===== config.mk =====
export PLATFORM = sky130hd
export DESIGN_NAME = itf_arbiter
export DESIGN_NICKNAME = d
export VERILOG_FILES = /design/src/rtl/itf_pkg.sv /design/src/rtl/rr_arbiter.sv /design/src/rtl/itf_arbiter.sv
export SDC_FILE = /design/constraint.sdc
export NUM_CORES = 1
export LEC_CHECK = 0
export BUFFER_PORTS_ARGS = -buffer_cell sky130_fd_sc_hd__buf_2
export CAP_MARGIN = 20
export CORE_AREA = 2 2 441 443
export DETAILED_ROUTE_END_ITERATION = 10
export DIE_AREA = 0 0 443 445
export HOLD_SLACK_MARGIN = 0.02
export PLACE_DENSITY = 0.3
export SLEW_MARGIN = 20
export SYNTH_ARGS = -nofsm -noshare
export SYNTH_HDL_FRONTEND = slang
export SYNTH_SLANG_ARGS = --single-unit

===== constraint.sdc =====
create_clock -name clk -period 3.55 [get_ports clk]
set_input_delay 0.355 -clock clk [delete_from_list [all_inputs] [get_ports clk]]
set_output_delay 0.355 -clock clk [all_outputs]
set_load 0.01 [all_outputs]

===== src/rtl/itf_pkg.sv =====
// itf_pkg: shared definitions for the off-chip interface arbiter.
//   - itf_state_t : transfer FSM encoding (IDLE=0, CMD=1, IN2CHIP=2, OUT2OFF=3)
//   - DIR_BIT / ADDR_LSB / NUM_LSB : field offsets of the command word on the pad
//   - DEF_* : default width constants
//   - idx_width() : index width for an N-entry vector (at least 1 bit)
package itf_pkg;

  localparam int unsigned DEF_NUM_REQ         = 4;
  localparam int unsigned DEF_PORT_WIDTH      = 128;
  localparam int unsigned DEF_DRAM_ADDR_WIDTH = 32;
  localparam int unsigned DEF_ADDR_WIDTH      = 16;

  localparam int unsigned DIR_BIT  = 0;
  localparam int unsigned ADDR_LSB = 1;
  localparam int unsigned NUM_LSB  = 33;

  typedef enum logic [1:0] {
    ST_IDLE    = 2'd0,
    ST_CMD     = 2'd1,
    ST_IN2CHIP = 2'd2,
    ST_OUT2OFF = 2'd3
  } itf_state_t;

  function automatic int unsigned idx_width(input int unsigned n);
    return (n > 1) ? $clog2(n) : 1;
  endfunction

endpackage


===== src/rtl/rr_arbiter.sv =====
// rr_arbiter: combinational round-robin picker.
//   i_req  : request vector
//   i_ptr  : highest-priority index for this decision (0..NUM_REQ-1)
//   o_vld  : at least one request present
//   o_gnt  : one-hot grant
//   o_idx  : index of the granted requester
module rr_arbiter import itf_pkg::*; #(
  parameter  int unsigned NUM_REQ = DEF_NUM_REQ,
  localparam int unsigned IW      = idx_width(NUM_REQ)
) (
  input  logic [NUM_REQ-1:0] i_req,
  input  logic [IW-1:0]      i_ptr,
  output logic               o_vld,
  output logic [NUM_REQ-1:0] o_gnt,
  output logic [IW-1:0]      o_idx
);

  // Scan from i_ptr upwards, wrapping modulo NUM_REQ; first hit wins.
  always_comb begin
    int unsigned sum;
    logic [IW-1:0] cand;
    o_vld = 1'b0;
    o_gnt = '0;
    o_idx = '0;
    for (int unsigned k = 0; k < NUM_REQ; k++) begin
      sum = 32'(i_ptr) + k;
      if (sum >= NUM_REQ) sum = sum - NUM_REQ;
      cand = IW'(sum);
      if (!o_vld && i_req[cand]) begin
        o_vld       = 1'b1;
        o_gnt[cand] = 1'b1;
        o_idx       = cand;
      end
    end
  end

endmodule


===== src/rtl/itf_arbiter.sv =====
// itf_arbiter: shares one off-chip pad port among NUM_REQ requesters.
// A granted command is sent as one command beat, then the data burst runs as a
// zero-latency pass-through between the owner and the pad.
// Ports:
//   clk, rst                  : clock, async active-high reset
//   req_cmd_vld/rdy/dir/addr/num : per-requester command handshake + fields
//   req_wr_dat/vld/rdy        : per-requester write stream (chip -> off-chip)
//   rd_dat/rd_vld/rd_rdy      : shared read data, per-requester valid/ready
//   O_DatOE, O_CmdVld         : pad direction, command-beat marker
//   pad_*_out / pad_*_in      : pad drivers / receivers
//   gnt_id, busy              : current owner, transfer in progress
module itf_arbiter import itf_pkg::*; #(
  parameter  int unsigned NUM_REQ         = DEF_NUM_REQ,
  parameter  int unsigned PORT_WIDTH      = DEF_PORT_WIDTH,
  parameter  int unsigned DRAM_ADDR_WIDTH = DEF_DRAM_ADDR_WIDTH,
  parameter  int unsigned ADDR_WIDTH      = DEF_ADDR_WIDTH,
  localparam int unsigned IW              = idx_width(NUM_REQ)
) (
  input  logic                            clk,
  input  logic                            rst,
  input  logic [NUM_REQ-1:0]              req_cmd_vld,
  output logic [NUM_REQ-1:0]              req_cmd_rdy,
  input  logic [NUM_REQ-1:0]              req_cmd_dir,
  input  logic [NUM_REQ*DRAM_ADDR_WIDTH-1:0] req_cmd_addr,
  input  logic [NUM_REQ*ADDR_WIDTH-1:0]   req_cmd_num,
  input  logic [NUM_REQ*PORT_WIDTH-1:0]   req_wr_dat,
  input  logic [NUM_REQ-1:0]              req_wr_vld,
  output logic [NUM_REQ-1:0]              req_wr_rdy,
  output logic [PORT_WIDTH-1:0]           rd_dat,
  output logic [NUM_REQ-1:0]              rd_vld,
  input  logic [NUM_REQ-1:0]              rd_rdy,
  output logic                            O_DatOE,
  output logic                            O_CmdVld,
  output logic [PORT_WIDTH-1:0]           pad_dat_out,
  output logic                            pad_vld_out,
  output logic                            pad_rdy_out,
  input  logic [PORT_WIDTH-1:0]           pad_dat_in,
  input  logic                            pad_vld_in,
  input  logic                            pad_rdy_in,
  output logic [IW-1:0]                   gnt_id,
  output logic                            busy
);

  itf_state_t r_state, w_next;

  logic [IW-1:0]              r_ptr;
  logic [IW-1:0]              r_gnt;
  logic                       r_dir;
  logic [DRAM_ADDR_WIDTH-1:0] r_addr;
  logic [ADDR_WIDTH-1:0]      r_num;
  logic [ADDR_WIDTH-1:0]      r_cnt;

  logic                       w_arb_en;
  logic [NUM_REQ-1:0]         w_arb_req;
  logic                       w_arb_vld;
  logic [NUM_REQ-1:0]         w_arb_gnt;
  logic [IW-1:0]              w_arb_idx;
  logic [IW-1:0]              w_ptr_nxt;
  logic                       w_beat;
  logic                       w_last;
  logic [PORT_WIDTH-1:0]      w_cmd_word;

  logic [DRAM_ADDR_WIDTH-1:0] w_addr_arr [NUM_REQ];
  logic [ADDR_WIDTH-1:0]      w_num_arr  [NUM_REQ];
  logic [PORT_WIDTH-1:0]      w_wdat_arr [NUM_REQ];

  for (genvar g = 0; g < NUM_REQ; g++) begin : g_unpack
    assign w_addr_arr[g] = req_cmd_addr[g*DRAM_ADDR_WIDTH +: DRAM_ADDR_WIDTH];
    assign w_num_arr[g]  = req_cmd_num[g*ADDR_WIDTH +: ADDR_WIDTH];
    assign w_wdat_arr[g] = req_wr_dat[g*PORT_WIDTH +: PORT_WIDTH];
  end

  // Arbitration only in IDLE; rst masks it so nothing is acknowledged while
  // reset is held even though req_cmd_rdy is combinational.
  assign w_arb_en  = (r_state == ST_IDLE) && !rst;
  assign w_arb_req = req_cmd_vld & {NUM_REQ{w_arb_en}};

  rr_arbiter #(.NUM_REQ(NUM_REQ)) u_rr (
    .i_req (w_arb_req),
    .i_ptr (r_ptr),
    .o_vld (w_arb_vld),
    .o_gnt (w_arb_gnt),
    .o_idx (w_arb_idx)
  );

  assign w_ptr_nxt = (w_arb_idx == IW'(NUM_REQ - 1)) ? '0 : w_arb_idx + IW'(1);

  always_comb begin
    w_beat = 1'b0;
    if (r_state == ST_IN2CHIP)      w_beat = pad_vld_in & rd_rdy[r_gnt];
    else if (r_state == ST_OUT2OFF) w_beat = req_wr_vld[r_gnt] & pad_rdy_in;
  end

  assign w_last = (r_cnt == r_num - ADDR_WIDTH'(1));

  always_comb begin
    w_cmd_word                               = '0;
    w_cmd_word[DIR_BIT]                      = r_dir;
    w_cmd_word[ADDR_LSB +: DRAM_ADDR_WIDTH]  = r_addr;
    w_cmd_word[NUM_LSB +: ADDR_WIDTH]        = r_num;
  end

  always_comb begin
    w_next = r_state;
    case (r_state)
      ST_IDLE: begin
        // A zero-length command is acknowledged but never reaches the pad.
        if (w_arb_vld && (w_num_arr[w_arb_idx] != '0)) w_next = ST_CMD;
      end
      ST_CMD: begin
        if (pad_rdy_in) w_next = r_dir ? ST_OUT2OFF : ST_IN2CHIP;
      end
      ST_IN2CHIP, ST_OUT2OFF: begin
        if (w_beat && w_last) w_next = ST_IDLE;
      end
      default: w_next = ST_IDLE;
    endcase
  end

  always_ff @(posedge clk or posedge rst) begin
    if (rst) begin
      r_state <= ST_IDLE;
      r_ptr   <= '0;
      r_gnt   <= '0;
      r_dir   <= 1'b0;
      r_addr  <= '0;
      r_num   <= '0;
      r_cnt   <= '0;
    end else begin
      r_state <= w_next;
      if (w_arb_vld) begin
        r_gnt  <= w_arb_idx;
        r_ptr  <= w_ptr_nxt;
        r_dir  <= req_cmd_dir[w_arb_idx];
        r_addr <= w_addr_arr[w_arb_idx];
        r_num  <= w_num_arr[w_arb_idx];
      end
      if (r_state == ST_CMD && pad_rdy_in) r_cnt <= '0;
      else if (w_beat)                     r_cnt <= r_cnt + ADDR_WIDTH'(1);
    end
  end

  always_comb begin
    req_cmd_rdy = w_arb_gnt;
    req_wr_rdy  = '0;
    rd_dat      = '0;
    rd_vld      = '0;
    O_DatOE     = 1'b0;
    O_CmdVld    = 1'b0;
    pad_dat_out = '0;
    pad_vld_out = 1'b0;
    pad_rdy_out = 1'b0;
    case (r_state)
      ST_CMD: begin
        O_CmdVld    = 1'b1;
        O_DatOE     = 1'b1;
        pad_vld_out = 1'b1;
        pad_dat_out = w_cmd_word;
      end
      ST_IN2CHIP: begin
        rd_dat        = pad_dat_in;
        rd_vld[r_gnt] = pad_vld_in;
        pad_rdy_out   = rd_rdy[r_gnt];
      end
      ST_OUT2OFF: begin
        O_DatOE           = 1'b1;
        pad_dat_out       = w_wdat_arr[r_gnt];
        pad_vld_out       = req_wr_vld[r_gnt];
        req_wr_rdy[r_gnt] = pad_rdy_in;
      end
      default: ;
    endcase
  end

  assign gnt_id = r_gnt;
  assign busy   = (r_state != ST_IDLE);

endmodule


==> flow_summary.toml <==
[route]
wl_per_cell_um = 30.2
drt_wl_total_um = 144000
firstDrtPassIters = 5
drt_iter0_markers = 1297
route.detailed.drc = 0
vias = 15000
ant_nets = 1
vias_per_cell = 3.14

[logic_synthesis]
avgSynthCellArea_um2 = 9.89
synthAdderAreaFrac_pct = 0.704
synthMuxAreaShare_pct = 42.3
yosys.area_share.simple_pct = 23.3
synthTopCellsByArea = "mux4_2, dfrtp_1, mux2i_1, and2_1, and3_1"
synthDistinctLibCells = 62
async_flop_share_pct = 100
synth_top_family_by_area = "multiplexers"
ys_seq_area_share_pct = 16.7
synth_cells = 1079
synth.cell_area_um2 = 10700
synth_top_cell_by_area = "mux4_2"
synth_xor_area_share_pct = 2.22
synth_compound_area_share_pct = 8.78
synth_fp_nets = 1937
synthFlopType = "dfrtp_1"
yosysWarnings = 0
netlist.area_leader.share_pct = 27.7
synth_seq_cells = 71
synth-edff-count = 0

[timing]
setup_tns_ns = 0
setup_violations = 0
fmax_ghz = 0.299
max_slew_margin_pct = 34.9
hold_ws_ns = 0.0652
rsz0062_at_grt = "false"
drv_slew = 0
min_period_ns = 3.34
worst_pin_slew_ns = 0.977
hold_viol = 0
post-route-period-util_pct = 94.2
fin_ws_ns = 0.206
skew_ns = 0.0242

[clock_tree]
cts_buffer_depth = 2
cts_tree = "yes"
cts.clk_slew.worst_paths_ns = 0.09
cts.htree.levels = 3
numCtsBuffers = 9
cts_root_buf = "clkbuf_16"
cts_hold_buf = 0
clk_latency_ns = 0.43
clkSinkCount = 71

[final_layout]
nets = 3004
multi_input_area_um2 = 8290
finish.utilization_pct = 10.4
final_area_um2 = 19900
fillerInstances = 22400
final-seq-area_um2 = 1790
syn2layout_area_growth_pct = 86.8
layout-drive-gt1-share_pct = 62.0
final_cells = 4763

[worst_setup_path]
critPathKind = "reg -> out"
reg2reg_slack_ns = 0.37
worstPathMaxFanout = 8
critPathCaptureType = "output port"
worstPathRequired_ns = 3.19
arrival_ns = 2.99
cp-start-kind = "register"

[placement]
placed_cell_area_um2 = 19400
dpl.hpwl_um = 129000
dp.cells = 4661
place_congestion = 1.02
io_buffers = 1126
post-place-ws_ns = 0.351

[power_and_ir_drop]
powerDensity_nw_per_um2 = 660
total_power_mw = 13.2
max-vdd-ir-drop_mv = 0.337
leakagePower_nw = 9.15

[global_route]
track_usage_pct = 14.0
grt_max_degree = 84
antenna_found_initial = 165
first_global_vias = 14700
grt_pass1_wl_um = 175000
overflow = 0

[floorplanning]
pin_count = 1127
rows = 161
die_y_um = 445
start_util_pct = 5.56
die-area_um2 = 197000
die_x_um = 443
core_um2 = 192000

[status]
violations = "antenna rules"
status = "finished with violations"

[min_path]
hp-class = "in -> async"

[flow_run]
drv_cap = 0
==> sequential cells by signal, summed over array words and instances (netlist names) <==
| register | cells |
|---|---|
| gnt_id | 2 |
| r_addr | 32 |
| r_cnt | 16 |
| r_dir | 1 |
| r_num | 16 |
| r_ptr | 2 |
| r_state | 2 |
==> final cells by class <==
type                            instances  share of cell area (%)
Antenna cell                           86                    1.08
Inverter                               14                   0.276
Multi-Input combinational cell        879                    41.6
Sequential cell                        71                    9.00
Timing Repair Buffer                 1171                    30.6
Clock inverter                          4                   0.389
Tap cell                             2526                    15.9
Clock buffer                           12                    1.24
==> critical path, cell delays in order, from the launching register on <==
cell	delay [ns]
dfrtp_2	0.44
inv_1	0.08
ha_2	0.41
mux4_2	0.56
and2_1	0.26
nand2_1	0.09
a21oi_1	0.06
a221o_1	0.30
buf_4	0.18
buf_2	0.15
==> where the power goes <==
part	internal [mW]	switching [mW]
combinational	4.34	5.78
sequential	1.16	0.707
clock	0.641	0.524
total	6.15	7.01
==> layout by cell type, fill, tap and decap left out, drive strengths merged, types with 31 or more instances in the layout <==
master	count
buf	1171
dfrtp	71
nor2b	53
mux4	131
mux2i	155
o221ai	31
nor2	36
and2	130
and3	82
diode	86
nand2	60
==> final timing paths <==
path | endpoint | from | cells after the start
hold reg to reg | r_addr[28]$_DFFE_PP0P_ | r_addr[28]$_DFFE_PP0P_ | 2
setup reg to reg | r_addr[24]$_DFFE_PP0P_ | r_ptr[1]$_DFFE_PP0P_ | 10
max in group asynchronous | r_addr[27]$_DFFE_PP0P_ | rst | 3
setup / recovery | req_cmd_rdy[3] | r_ptr[1]$_DFFE_PP0P_ | 9
min in group clk | r_addr[6]$_DFFE_PP0P_ | req_cmd_addr[102] | 3
hold / removal | gnt_id[0]$_DFFE_PP0P_ | rst | 2
==> metal layers <==
| metal | part of all wire (%) | routed length, um | vias up | global-route usage [%] |
|---|---|---|---|---|
| met5 | 0.32 | 466 | - | 0 |
| met4 | 3.8 | 5470 | 72 | 4.16 |
| li1 | - | - | 6358 | - |
| met2 | 48 | 69300 | 865 | 24.1 |
| met3 | 9.9 | 14300 | 264 | 5.34 |
| met1 | 38 | 54300 | 7414 | 16.0 |
==> repair_timing <==
action | 4_1_cts | 5_1_grt
endpoints found under the setup margin | 72 | 2
pin swaps | 0 | 0
resized for setup | 3 | 2
buffers inserted | 0 | 0
==> kinds of logic after synthesis <==
| group | count (synthesis) |
|---|---|
| AO/OA/AOI/OAI | 124 |
| XOR/XNOR | 27 |
| adder cells (fa/ha/maj) | 6 |
| buffers and inverters | 129 |
| flip-flops | 71 |
| multiplexers | 287 |
| AND/OR/NAND/NOR | 435 |
==> cell usage after synthesis (12+ instances only) <==
library cell / instances
o21ai_1: 19
o221ai_1: 30
nor2b_1: 53
clkbuf_1: 78
xor2_1: 15
xnor2_1: 12
and3_1: 82
buf_1: 18
mux2i_1: 155
nand2_1: 60
mux4_2: 131
and2_1: 129
a2bb2oi_1: 19
nor4_1: 25
inv_1: 13
dfrtp_1: 71
nor2_1: 36
a21oi_1: 17
No activity file was read; power rests on OpenSTA's default activity.
